===== config.mk =====
export PLATFORM = sky130hd
export DESIGN_NAME = wb_trace_fifo
export DESIGN_NICKNAME = d
export VERILOG_FILES = /design/src/rtl/wb_trace_fifo.sv
export SDC_FILE = /design/constraint.sdc
export NUM_CORES = 1
export LEC_CHECK = 0
export CAP_MARGIN = 20
export CORE_MARGIN = 4
export CORE_UTILIZATION = 45
export DETAILED_ROUTE_END_ITERATION = 12
export PLACE_DENSITY = 0.62
export SLEW_MARGIN = 5
export SYNTH_ARGS = -nofsm -noshare
export SYNTH_HDL_FRONTEND = slang
export SYNTH_SLANG_ARGS = --single-unit

===== constraint.sdc =====
create_clock -name clk -period 4.8 [get_ports clk]
set_input_delay 0.96 -clock clk [delete_from_list [all_inputs] [get_ports clk]]
set_output_delay 0.96 -clock clk [all_outputs]
set_load 0.02 [all_outputs]

===== src/rtl/wb_trace_fifo.sv =====
// Write-back trace capture FIFO: queues every non-$0 register write from the WB stage
// and presents it show-ahead over a valid/ready port, counting captures lost to overflow.
module wb_trace_fifo #(
  parameter int DEPTH_LOG2 = 4
) (
  input  logic                  clk,
  input  logic                  rst,
  input  logic                  reg_write,
  input  logic [4:0]            wb_rd,
  input  logic [31:0]           result,
  input  logic                  clear,
  output logic                  out_valid,
  input  logic                  out_ready,
  output logic [4:0]            out_rd,
  output logic [31:0]           out_data,
  output logic [DEPTH_LOG2:0]   count,
  output logic                  overflow,
  output logic [15:0]           drop_cnt
);

  localparam int DEPTH = 1 << DEPTH_LOG2;
  localparam logic [DEPTH_LOG2-1:0] PTR_ONE = DEPTH_LOG2'(1);
  localparam logic [DEPTH_LOG2:0]   CNT_ONE = (DEPTH_LOG2 + 1)'(1);

  logic [36:0]           mem_q [DEPTH];
  logic [DEPTH_LOG2-1:0] wr_ptr_q, wr_ptr_d;
  logic [DEPTH_LOG2-1:0] rd_ptr_q, rd_ptr_d;
  logic [DEPTH_LOG2:0]   count_q, count_d;
  logic                  overflow_q, overflow_d;
  logic [15:0]           drop_cnt_q, drop_cnt_d;

  logic push_req, full, empty, pop, push, drop, wr_en;
  logic [36:0] head;

  // count never exceeds DEPTH, so its top bit alone marks the full condition
  assign full     = count_q[DEPTH_LOG2];
  assign empty    = (count_q == '0);
  assign push_req = reg_write && (wb_rd != 5'd0);
  assign pop      = !empty && out_ready;
  assign push     = push_req && (!full || pop);
  assign drop     = push_req && full && !pop;
  assign wr_en    = push && !clear;
  assign head     = mem_q[rd_ptr_q];

  always_comb begin
    wr_ptr_d   = wr_ptr_q;
    rd_ptr_d   = rd_ptr_q;
    count_d    = count_q;
    overflow_d = overflow_q;
    drop_cnt_d = drop_cnt_q;
    if (clear) begin
      wr_ptr_d   = '0;
      rd_ptr_d   = '0;
      count_d    = '0;
      overflow_d = 1'b0;
      drop_cnt_d = '0;
    end else begin
      if (push) wr_ptr_d = wr_ptr_q + PTR_ONE;
      if (pop)  rd_ptr_d = rd_ptr_q + PTR_ONE;
      if (push && !pop)      count_d = count_q + CNT_ONE;
      else if (pop && !push) count_d = count_q - CNT_ONE;
      if (drop) begin
        overflow_d = 1'b1;
        if (drop_cnt_q != 16'hFFFF) drop_cnt_d = drop_cnt_q + 16'd1;
      end
    end
  end

  always_ff @(posedge clk or posedge rst) begin
    if (rst) begin
      wr_ptr_q   <= '0;
      rd_ptr_q   <= '0;
      count_q    <= '0;
      overflow_q <= 1'b0;
      drop_cnt_q <= '0;
    end else begin
      wr_ptr_q   <= wr_ptr_d;
      rd_ptr_q   <= rd_ptr_d;
      count_q    <= count_d;
      overflow_q <= overflow_d;
      drop_cnt_q <= drop_cnt_d;
    end
  end

  // Storage needs no reset; a full-and-popping push overwrites the slot being read out
  always_ff @(posedge clk) begin
    if (wr_en) mem_q[wr_ptr_q] <= {wb_rd, result};
  end

  always_comb begin
    out_valid = !empty;
    out_rd    = 5'd0;
    out_data  = 32'd0;
    if (!empty) begin
      out_rd   = head[36:32];
      out_data = head[31:0];
    end
  end

  assign count    = count_q;
  assign overflow = overflow_q;
  assign drop_cnt = drop_cnt_q;

endmodule


After elaboration in Yosys (flattened, before gate mapping)
Memory sizes are Yosys's and may differ from the RTL's.
Cells that the tools add are included.
{ "classes": {"add_sub_neg": 5, "eq_ne": 1, "muxes": 16, "reduce_logical": 22} }
{ "op_table": {"columns": ["cell", "count"], "rows": [
  ["two-way mux 16 bit", 3],
  ["two-way mux 32 bit", 1],
  ["two-way mux 5 bit", 4],
  ["adder 16 x 1 -> 16 bit, second input constant", 1],
  ["two-way mux 4 bit", 4],
  ["!= test 16 bit, second input constant", 1],
  ["adder 4 x 1 -> 4 bit, second input constant", 2],
  ["logical AND 1 bit", 8],
  ["nonzero test 2 bit", 4],
  ["adder 5 x 1 -> 5 bit, second input constant", 1],
  ["zero test 1 bit", 5],
  ["zero test 5 bit", 1],
  ["nonzero test 5 bit", 1],
  ["subtractor 5 x 1 -> 5 bit, second input constant", 1],
  ["two-way mux 1 bit", 4],
  ["nonzero test 3 bit", 1],
  ["AND reduction 2 bit", 1],
  ["logical OR 1 bit", 1]
]} }
{ "word_totals": {"regBits": 30, "ram_bits": 592, "inputBits": 42, "mem_count": 1} }
{ "memory_table": {"columns": ["name", "depth", "width", "read_ports", "rd_ports_with_merged_regs", "write_ports", "line", "text"], "rows": [
  ["mem_q", 16, 37, 1, 0, 1, "25", "logic [36:0] mem_q [DEPTH];"]
]} }

Depth between registers and ports, before layout
Gate-level depths: netlist (run 1).
{ "depth": {"depth_word": 10, "depth_mapped": 11, "depth_no_buf": 10} }

Worst setup path after synthesis (run 1)
OpenSTA, ideal clock, no wires.
{ "synth_path": {"path_kind": "in2reg", "start": "in out_ready", "end": "mem mem_q[15][0], enable pin", "setup_ps": 431, "t_arrival_ps": 3371, "t_required_ps": 4369, "path_slack_ps": 997, "cell_stages": 4, "cell_sequence": "and2b_1 > a211oi_2 > nand2_1 > nor2_1"} }
{ "synth_between": {"elab_chain_cells": 6} }
{ "synth_lines": {"columns": ["item", "line", "text"], "rows": [
  ["start: declaration", "13", "input logic out_ready,"],
  ["logical AND 1 bit", "39", "assign pop = !empty && out_ready;"],
  ["logical OR 1 bit", "40", "assign push = push_req && (!full || pop);"],
  ["logical AND 1 bit", "40", null],
  ["logical AND 1 bit", "42", "assign wr_en = push && !clear;"],
  ["two-way mux 1 bit", "87", "if (wr_en) mem_q[wr_ptr_q] <= {wb_rd, result};"],
  ["two-way mux 1 bit (not written as such)", "87", null],
  ["end: declaration", "25", null]
]} }
No other way between the ends.

Worst setup path in the final report (run 1)
{ "layout_path": {"start": "reg rd_ptr_q[0]", "end": "out out_data[17]"} }
{ "layout_between": {"elab_chain_cells": 2} }
{ "layout_lines": {"columns": ["item", "line", "text"], "rows": [
  ["start: declaration", "27", "logic [DEPTH_LOG2-1:0] rd_ptr_q, rd_ptr_d;"],
  ["start signal: assignment", "78", "rd_ptr_q <= rd_ptr_d;"],
  ["memory (16 x 37 bit)", null, null],
  ["two-way mux 32 bit", "94", "if (!empty) begin"],
  ["end: declaration", "15", "output logic [31:0] out_data,"]
]} }
No other way between the ends.

==> results of run 1 <==
synth_stat cells (all sizes together) (10+ instances only):
| cell type | n | area [µm²] |
|---|---|---|
| edfxtp | 592 | 17800 |
| inv | 10 | 37.5 |
| nand2 | 20 | 75.1 |
| buf | 29 | 164 |
| and2 | 38 | 238 |
| mux4 | 185 | 4170 |
| nor2 | 39 | 146 |
| a21oi | 14 | 70.1 |
| ha | 10 | 125 |
| clkbuf | 22 | 82.6 |
| dfrtp | 30 | 751 |
final cells by class:
type                    count  area, µm²
fillers                  4085      24400
flip-flops and latches    622      18500
multi-input cells         393       5590
clock buffers              80       1730
repair buffers            149       1560
well taps                 688        861
clock inverters            32        208
inverters                  11       41.3
diodes                      1       2.50
stage by stage:
stage	std cells	total power [mW]	util, %	area (µm²)
final	1976	13.9	53.9	28500
after global routing	1975	14.5	53.9	28500
after CTS	1975	14.1	53.9	28500
after detailed placement	1863	9.52	50.2	26600
after global placement	1863	9.50	50.2	26600
after floorplan	1077	8.27	-	24300
cell families after synthesis:
group / share of synthesized area [%]
buf+inv: 1.18
xor+xnor: 0.505
simple gates: 2.91
compound gates: 1.14
fa+ha+maj: 0.598
flops: 76.3
mux: 17.4
flip-flops by register name, summed over array words and instances, names as in the netlist:
name	flops
mem_q	592
drop_cnt	16
count	5
rd_ptr_q	4
wr_ptr_q	4
overflow	1
layer usage:
layer  up-vias  wire length [µm]  GRT usage [%]
met5         -                 0              0
met4         0               817           3.74
met3        61              2400           3.35
met2       291             26500           31.1
met1      6190             22000           25.3
li1       4876                 -              -
power groups by stage:
| stage | combinational (mW) | clock [mW] | sequential [mW] |
|---|---|---|---|
| after global routing | 3.44 | 4.94 | 6.14 |
| after floorplan | 2.07 | 0 | 6.21 |
| after CTS | 3.29 | 4.71 | 6.13 |
| after global placement | 3.26 | 0 | 6.24 |
| final | 3.20 | 4.59 | 6.13 |
| after detailed placement | 3.28 | 0 | 6.24 |
path summary, 6_finish.rpt:
path / to / slack [ps] / depth (start not counted)
worst max-delay path: out_data[17] / 490 / 5
worst min-delay path: overflow / 510 / 2
worst max register to register: count[4] / 1490 / 10
worst min register to register: overflow / 510 / 2
max in group asynchronous: rd_ptr_q[0] / 3370 / 3
min in group asynchronous: drop_cnt[2] / 740 / 2
critical path, delay by kind of cell, from the launching register on:
family / cells / cell delay (ps)
buffers and inverters: 2 / 940
multiplexers: 2 / 1070
AND/OR/NAND/NOR: 1 / 220
flip-flops: 1 / 480
==> results.py, run 1 <==
metrics = {
    "status": {
        "status": "finished clean",
    },
    "die": {
        "die_width_um": 240,
        "io-pin-count": 102,
        "die_outline_area_um2": 57700,
        "area_of_the_core_um2": 53000,
        "die_h_um": 240,
        "initial_core_utilization_pct": 45.8,
        "floorplan.rows": 84,
    },
    "job": {
        "cap_viol_max_count": 0,
    },
    "place": {
        "detailedPlace.worstSlack_ps": 795,
        "place_hpwl_um": 28900,
        "place_congestion": 0.748,
        "io_buffers": 101,
    },
    "power": {
        "share_clk_of_total_power_pct": 33.0,
        "ir_worst_vdd_v": 0.000416,
        "power_per_cell_area_nw_per_um2": 488,
        "net-switching-power_mw": 3.63,
        "comb_power_share_pct": 23.0,
        "power.switching_fraction_pct": 26.1,
        "leakage_nw": 8.80,
        "power.internal_mw": 10.3,
        "share_seq_of_total_power_pct": 44.0,
    },
    "synth": {
        "yosysWarnings": 0,
        "synth.distinct_cells": 47,
        "postSynth.topFlopCell": "sky130_fd_sc_hd__edfxtp_1",
        "syn_area_um2": 24300,
        "synth-seq-cells": 622,
        "synth-async-reset-ratio_pct": 4.82,
        "synth-seq-area-share_pct": 76.3,
        "number_of_enable_type_register_cells_in_the_synthesized_netlist": 592,
        "post_synthesis_net_count": 1130,
        "postSynthCellCount": 1077,
        "postSynthAreaPerCell_um2": 22.5,
    },
    "layout": {
        "design.final.nets": 1296,
        "area_delta_synth_final_pct": 17.5,
        "final_cell_mix": "sky130_fd_sc_hd__edfxtp_1, sky130_fd_sc_hd__mux4_2, sky130_fd_sc_hd__clkdlybuf4s50_1",
        "layout.cells.most_common": "sky130_fd_sc_hd__edfxtp_1",
        "drive_gt1_share_pct": 26.8,
    },
    "routing": {
        "post_drt_wl_per_cell_um": 26.1,
        "drt_first_iter_violations": 852,
        "drc_errors": 0,
        "via_per_inst": 5.78,
        "detail_route.wirelength_um": 51600,
        "num_vias": 11418,
        "antenna_left": 0,
        "detailedRoute.firstPassIterationCount": 5,
    },
    "sta": {
        "max-slew-margin-rel_pct": 53.7,
        "setup-violations-final": 0,
        "finalClockSkew_ps": 14.3,
        "final-max-slew-violation-count": 0,
        "holdWs_ps": 506,
        "setup_tns_ps": 0,
        "final_hold_viol_count": 0,
        "final.period_utilization_pct": 89.7,
        "setup_ws_ps": 495,
        "measured_slew_at_the_worst_slew_check_pin_ps": 686,
        "grt_setup_unrepaired": "no",
        "upper_clock_frequency_limit_mhz": 232,
        "fin_crit_ps": 4310,
    },
    "worst_setup_path": {
        "worst_setup_path_end_kind": "output port",
        "worst-setup-path-type": "reg2out",
        "timing.critical_path.fanout_max": 57,
        "critical-path-max-stage-delay_ps": 590,
        "crit_arrival_ps": 3350,
        "critical_path.cell_chain": "buf_12 -> mux4_2 -> mux4_2 -> and2_1 -> clkdlybuf4s50_1",
        "crit_path_frequent_cell": "sky130_fd_sc_hd__mux4_2",
        "critPathRequiredTime_ps": 3840,
        "startpoint_type": "register",
        "regToRegStartpoint": "count[0]",
        "critical_path_s_slowest_cell": "sky130_fd_sc_hd__mux4_2",
        "startpoint": "rd_ptr_q[0]",
    },
    "clock_tree": {
        "largest_buffer_count_on_any_clock_path": 3,
        "cts.repair_timing.setup_buffer_count": 0,
        "htree_levels": 3,
        "cts_tree": "built",
        "clk_root_buffer_cell": "sky130_fd_sc_hd__clkbuf_16",
        "cts_sinks": 622,
        "cts.clk_slew.worst_paths_ps": 60,
        "cts.repair.resized": 0,
        "clock_latency_late_sink_ps": 580,
        "cts.hold.buffers_added": 0,
        "cts_buffers": 66,
    },
    "worst_hold_path": {
        "min_path_type": "reg2reg",
        "min_from": "overflow",
    },
    "global_routing": {
        "grt_max_degree": 58,
        "gr-total-overflow": 0,
        "grt_pass1_vias": 12073,
        "grt_pass1_wl_um": 77600,
        "grt_usage_pct": 18.3,
        "grt_antenna_before_repair": 1,
    },
}
Power figures use the tool's default switching activity.
==> run 2: changes to the inputs <==
- clock period: 4.8 -> 5.6 ns (I/O delays scaled with it)
==> run 2 against run 1 <==
Die area unchanged. Setup slack gained 200 ps. Power fell by 15%. Clock power down 17%. Non-clock buffer count decreased by 11. Sequential share of layout area is 0.31 points higher. Count of clock-buffer cells in the layout unchanged. Register-to-register slack improved by 1100 ps. Worst hold slack better by 4.9 ps.
==> results.py, run 2 (synthesized netlist as in run 1, its figures left out) <==
metrics = {
    "clock_tree": {
        "cts_buffers": 60,
        "cts.clk_slew.worst_paths_ps": 60,
        "htree_levels": 2,
        "largest_buffer_count_on_any_clock_path": 3,
        "cts_tree": "built",
        "cts_sinks": 622,
        "cts.repair_timing.setup_buffer_count": 0,
        "cts.hold.buffers_added": 0,
        "clk_root_buffer_cell": "sky130_fd_sc_hd__clkbuf_16",
        "cts.repair.resized": 0,
        "clock_latency_late_sink_ps": 610,
    },
    "routing": {
        "num_vias": 11214,
        "detailedRoute.firstPassIterationCount": 5,
        "via_per_inst": 5.74,
        "detail_route.wirelength_um": 50200,
        "antenna_left": 0,
        "drt_first_iter_violations": 984,
        "drc_errors": 0,
        "post_drt_wl_per_cell_um": 25.7,
    },
    "power": {
        "ir_worst_vdd_v": 0.000269,
        "share_clk_of_total_power_pct": 32.1,
        "net-switching-power_mw": 3.04,
        "p_total_mw": 11.8,
        "power.switching_fraction_pct": 25.7,
        "power_per_cell_area_nw_per_um2": 417,
        "comb_power_share_pct": 22.9,
        "power.internal_mw": 8.79,
        "leakage_nw": 8.70,
        "share_seq_of_total_power_pct": 45.0,
    },
    "die": {
        "die_outline_area_um2": 57700,
        "floorplan.rows": 84,
        "die_width_um": 240,
        "die_h_um": 240,
        "initial_core_utilization_pct": 45.8,
        "io-pin-count": 102,
        "area_of_the_core_um2": 53000,
    },
    "sta": {
        "fin_crit_ps": 4910,
        "finalClockSkew_ps": 17.3,
        "final.period_utilization_pct": 87.6,
        "max-slew-margin-rel_pct": 36.2,
        "final_hold_viol_count": 0,
        "measured_slew_at_the_worst_slew_check_pin_ps": 957,
        "final-max-slew-violation-count": 0,
        "setup-violations-final": 0,
        "setup_tns_ps": 0,
        "upper_clock_frequency_limit_mhz": 204,
        "grt_setup_unrepaired": "no",
    },
    "worst_setup_path": {
        "regToRegStartpoint": "count[0]",
        "timing.critical_path.fanout_max": 38,
        "startpoint": "rd_ptr_q[0]",
        "worst-setup-path-type": "reg2out",
        "startpoint_type": "register",
        "worst_setup_path_end_kind": "output port",
        "crit_arrival_ps": 3790,
        "critPathRequiredTime_ps": 4480,
    },
    "global_routing": {
        "grt_antenna_before_repair": 0,
        "gr-total-overflow": 0,
        "grt_pass1_vias": 11788,
        "grt_max_degree": 45,
        "grt_usage_pct": 17.7,
        "grt_pass1_wl_um": 76300,
    },
    "layout": {
        "design.final.nets": 1279,
        "register_area_um2": 18500,
        "max_ffs_per_register": 592,
        "stdcell_area_um2": 28400,
        "drive_gt1_share_pct": 25.5,
        "area_delta_synth_final_pct": 16.9,
        "diodes": 0,
        "multi_input_comb_area_um2": 5590,
        "layout.filler_cells": 4087,
        "final_cell_count_no_fill": 1955,
        "final_cell_mix": "sky130_fd_sc_hd__edfxtp_1, sky130_fd_sc_hd__mux4_2, sky130_fd_sc_hd__clkdlybuf4s50_1",
        "top_register": "mem_q",
        "layout.cells.most_common": "sky130_fd_sc_hd__edfxtp_1",
    },
    "status": {
        "status": "finished clean",
    },
    "place": {
        "dpl-instance-area_um2": 26500,
        "placed_cells_incl_taps": 1851,
        "io_buffers": 101,
        "place_hpwl_um": 29500,
        "place_congestion": 0.794,
    },
    "job": {
        "cap_viol_max_count": 0,
    },
    "worst_hold_path": {
        "min_path_type": "reg2reg",
        "min_from": "overflow",
    },
}
[run 2: metal layers]
layer	up-vias	routed length, µm	part of all wire (%)	GRT usage [%]
li1	4827	-	-	-
met1	6031	22000	44	25.9
met2	292	24800	49	28.7
met3	64	2560	5.1	3.20
met4	0	833	1.7	3.59
met5	-	0	0	0
[run 2: per-stage QoR]
stage               setup slack, ps  hold slack, ps  utilization, %
floorplan                      1640             550               -
global placement               1100             484            50.1
detailed placement             1060             498            50.1
CTS                             567             511            53.6
global route                    457             541            53.6
finish                          693             511            53.6
[run 2: cell type report]
type	count	area share, %
timing repair buffer	138	5.38
multi-input combinational	393	19.7
sequential	622	65.3
clock inverter	23	0.758
clock buffer	80	5.70
tap	688	3.03
inverter	11	0.145
[run 2: power by group through the flow]
stage	logic (mW)	clock network [mW]	registers [mW]
global placement	2.72	0	5.42
CTS	2.74	3.88	5.33
detailed placement	2.73	0	5.42
global route	2.91	4.09	5.34
finish	2.71	3.80	5.32
floorplan	1.77	0	5.32
[run 2: worst paths after layout]
path | cells past startpoint | slack, ps | endpoint
worst max-delay path | 5 | 690 | out_data[10]
worst min-delay path | 2 | 510 | overflow
worst max register to register | 10 | 2550 | count[4]
worst min register to register | 2 | 510 | overflow
max in group asynchronous | 3 | 4370 | rd_ptr_q[1]
min in group asynchronous | 3 | 900 | drop_cnt[7]
[run 2: critical path: stages, from the launching register on]
cell                              delay, ps
sky130_fd_sc_hd__dfrtp_4                970
sky130_fd_sc_hd__buf_4                  380
sky130_fd_sc_hd__mux4_2                 550
sky130_fd_sc_hd__mux4_2                 520
sky130_fd_sc_hd__and2_1                 180
sky130_fd_sc_hd__clkdlybuf4s50_1        530
==> run 3: changes to the inputs <==
- REMOVE_ABC_BUFFERS: unset -> 1
==> run 3 against run 2 <==
Clock power is 7.6% higher. Die area is the same. Clock skew is 1.3 ps lower. Critical path type unchanged. First-iteration DRC count fell by 4.6%. Sequential power shrank 0.9%. Register-to-register slack is essentially flat.
==> results.py, run 3 (synthesized netlist as in run 1, its figures left out) <==
metrics = {
    "sta": {
        "fin_crit_ps": 4640,
        "finalClockSkew_ps": 16.0,
        "holdWs_ps": 526,
        "final.period_utilization_pct": 82.8,
        "final-max-slew-violation-count": 0,
        "max-slew-margin-rel_pct": 31.7,
        "setup-violations-final": 0,
        "upper_clock_frequency_limit_mhz": 216,
        "measured_slew_at_the_worst_slew_check_pin_ps": 1020,
        "final_hold_viol_count": 0,
        "grt_setup_unrepaired": "no",
    },
    "worst_setup_path": {
        "startpoint_type": "register",
        "worst-setup-path-type": "reg2out",
        "critical_path_s_slowest_cell": "sky130_fd_sc_hd__dfrtp_4",
        "worst_setup_path_end_kind": "output port",
        "critPathRequiredTime_ps": 4480,
        "critical-path-max-stage-delay_ps": 640,
        "regToRegStartpoint": "count[0]",
        "critical_path.cell_chain": "buf_12 -> mux4_2 -> mux4_2 -> and2_1 -> clkdlybuf4s50_1",
        "reg2reg_slack_ps": 2560,
        "timing.critical_path.fanout_max": 51,
        "crit_arrival_ps": 3520,
        "r2r_path_end": "count[4]",
        "r2r.worst_path.cells": 9,
        "crit_path_frequent_cell": "sky130_fd_sc_hd__mux4_2",
    },
    "routing": {
        "detail_route.wirelength_um": 50900,
        "num_vias": 11274,
        "post_drt_wl_per_cell_um": 25.9,
        "antenna_left": 0,
        "via_per_inst": 5.74,
        "detailedRoute.firstPassIterationCount": 4,
        "drt_first_iter_violations": 939,
        "drc_errors": 0,
    },
    "place": {
        "dpl-instance-area_um2": 26400,
        "io_buffers": 101,
        "placed_cells_incl_taps": 1842,
        "place_congestion": 0.797,
        "place_hpwl_um": 27400,
    },
    "layout": {
        "area_delta_synth_final_pct": 17.2,
        "design.final.nets": 1276,
        "layout.cells.most_common": "sky130_fd_sc_hd__edfxtp_1",
        "final_cell_mix": "sky130_fd_sc_hd__edfxtp_1, sky130_fd_sc_hd__mux4_2, sky130_fd_sc_hd__clkdlybuf4s50_1",
        "top_register": "mem_q",
        "postLayoutCoreUtil_pct": 53.8,
        "diodes": 0,
        "layout.filler_cells": 4022,
        "stdcell_area_um2": 28500,
        "max_ffs_per_register": 592,
        "drive_gt1_share_pct": 26.3,
        "final_cell_count_no_fill": 1964,
    },
    "clock_tree": {
        "clk_root_buffer_cell": "sky130_fd_sc_hd__clkbuf_16",
        "cts.clk_slew.worst_paths_ps": 60,
        "cts_tree": "built",
        "cts.repair.resized": 0,
        "largest_buffer_count_on_any_clock_path": 3,
        "htree_levels": 3,
        "cts.repair_timing.setup_buffer_count": 0,
        "clock_latency_late_sink_ps": 590,
        "cts_buffers": 66,
        "cts_sinks": 622,
        "cts.hold.buffers_added": 0,
    },
    "job": {
        "cap_viol_max_count": 0,
    },
    "global_routing": {
        "met1_track_demand_over_resource_pct": 26.4,
        "grt_usage_pct": 18.1,
        "grt_pass1_vias": 11971,
        "top_usage_layer": "met2",
        "grt_pass1_wl_um": 77200,
        "grt_antenna_before_repair": 2,
        "grt_max_degree": 76,
        "gr-total-overflow": 0,
        "met2_grt_util_pct": 28.8,
        "groute.layer.met3.usage_pct": 3.68,
    },
    "worst_hold_path": {
        "min_path_type": "reg2reg",
        "timing.hold.worst_endpoint": "overflow",
        "min_from": "overflow",
        "hold_path_depth": 2,
    },
    "die": {
        "area_of_the_core_um2": 53000,
        "floorplan.rows": 84,
        "die_outline_area_um2": 57700,
        "io-pin-count": 102,
        "die_h_um": 240,
        "initial_core_utilization_pct": 45.8,
        "die_width_um": 240,
    },
    "power": {
        "power_per_cell_area_nw_per_um2": 423,
        "power.internal_mw": 8.88,
        "leakage_nw": 8.74,
        "net-switching-power_mw": 3.16,
        "ir_worst_vdd_v": 0.000254,
        "share_seq_of_total_power_pct": 43.8,
        "comb_power_share_pct": 22.3,
        "share_clk_of_total_power_pct": 34.0,
        "p_total_mw": 12.0,
        "power.switching_fraction_pct": 26.2,
    },
    "status": {
        "status": "finished clean",
    },
}
[run 3: critical path: cells and delay by family, from the launching register on]
family,cells,cell delay (ps)
AND/OR/NAND/NOR,1,170
multiplexers,2,1110
flip-flops,1,640
buffers and inverters,2,950
[run 3: layout make-up]
cell class | count | area [µm²] | share of cell area [%]
clock buffers | 83 | 1760 | 6.17
clock inverters | 38 | 284 | 0.998
inverters | 11 | 41.3 | 0.145
multi-input cells | 393 | 5590 | 19.6
flip-flops and latches | 622 | 18500 | 65.1
well taps | 688 | 861 | 3.02
repair buffers | 129 | 1400 | 4.90
[run 3: routing by layer]
metal	vias up	share of wire [%]
met4	2	1.4
li1	4837	-
met3	60	5.6
met2	315	49
met1	6060	44
met5	-	0.026
[run 3: power by group through the flow]
stage | combinational (mW) | sequential, mW | clock [mW]
after floorplan | 1.71 | 5.57 | 0
after global placement | 2.71 | 5.37 | 0
after detailed placement | 2.72 | 5.37 | 0
after CTS | 2.73 | 5.27 | 4.19
after global routing | 2.89 | 5.28 | 4.40
final | 2.68 | 5.27 | 4.09
[run 3: worst max-delay path by stage]
stage	to	start	cells after the start	slack, ps
after floorplan	out_data[0]	rd_ptr_q[0]	3	-2600
after global placement	mem_q[0][2]	wb_rd[3]	6	1100
after detailed placement	mem_q[0][16]	wb_rd[3]	6	1040
after CTS	out_data[12]	rd_ptr_q[0]	5	890
after global routing	out_data[12]	rd_ptr_q[0]	5	800
final	out_data[12]	rd_ptr_q[0]	5	960
[run 3: per-stage QoR]
stage	setup TNS [ps]	setup slack, ps
global placement	0	1100
floorplan	-99350	-2600
finish	0	963
CTS	0	890
detailed placement	0	1040
global route	0	799
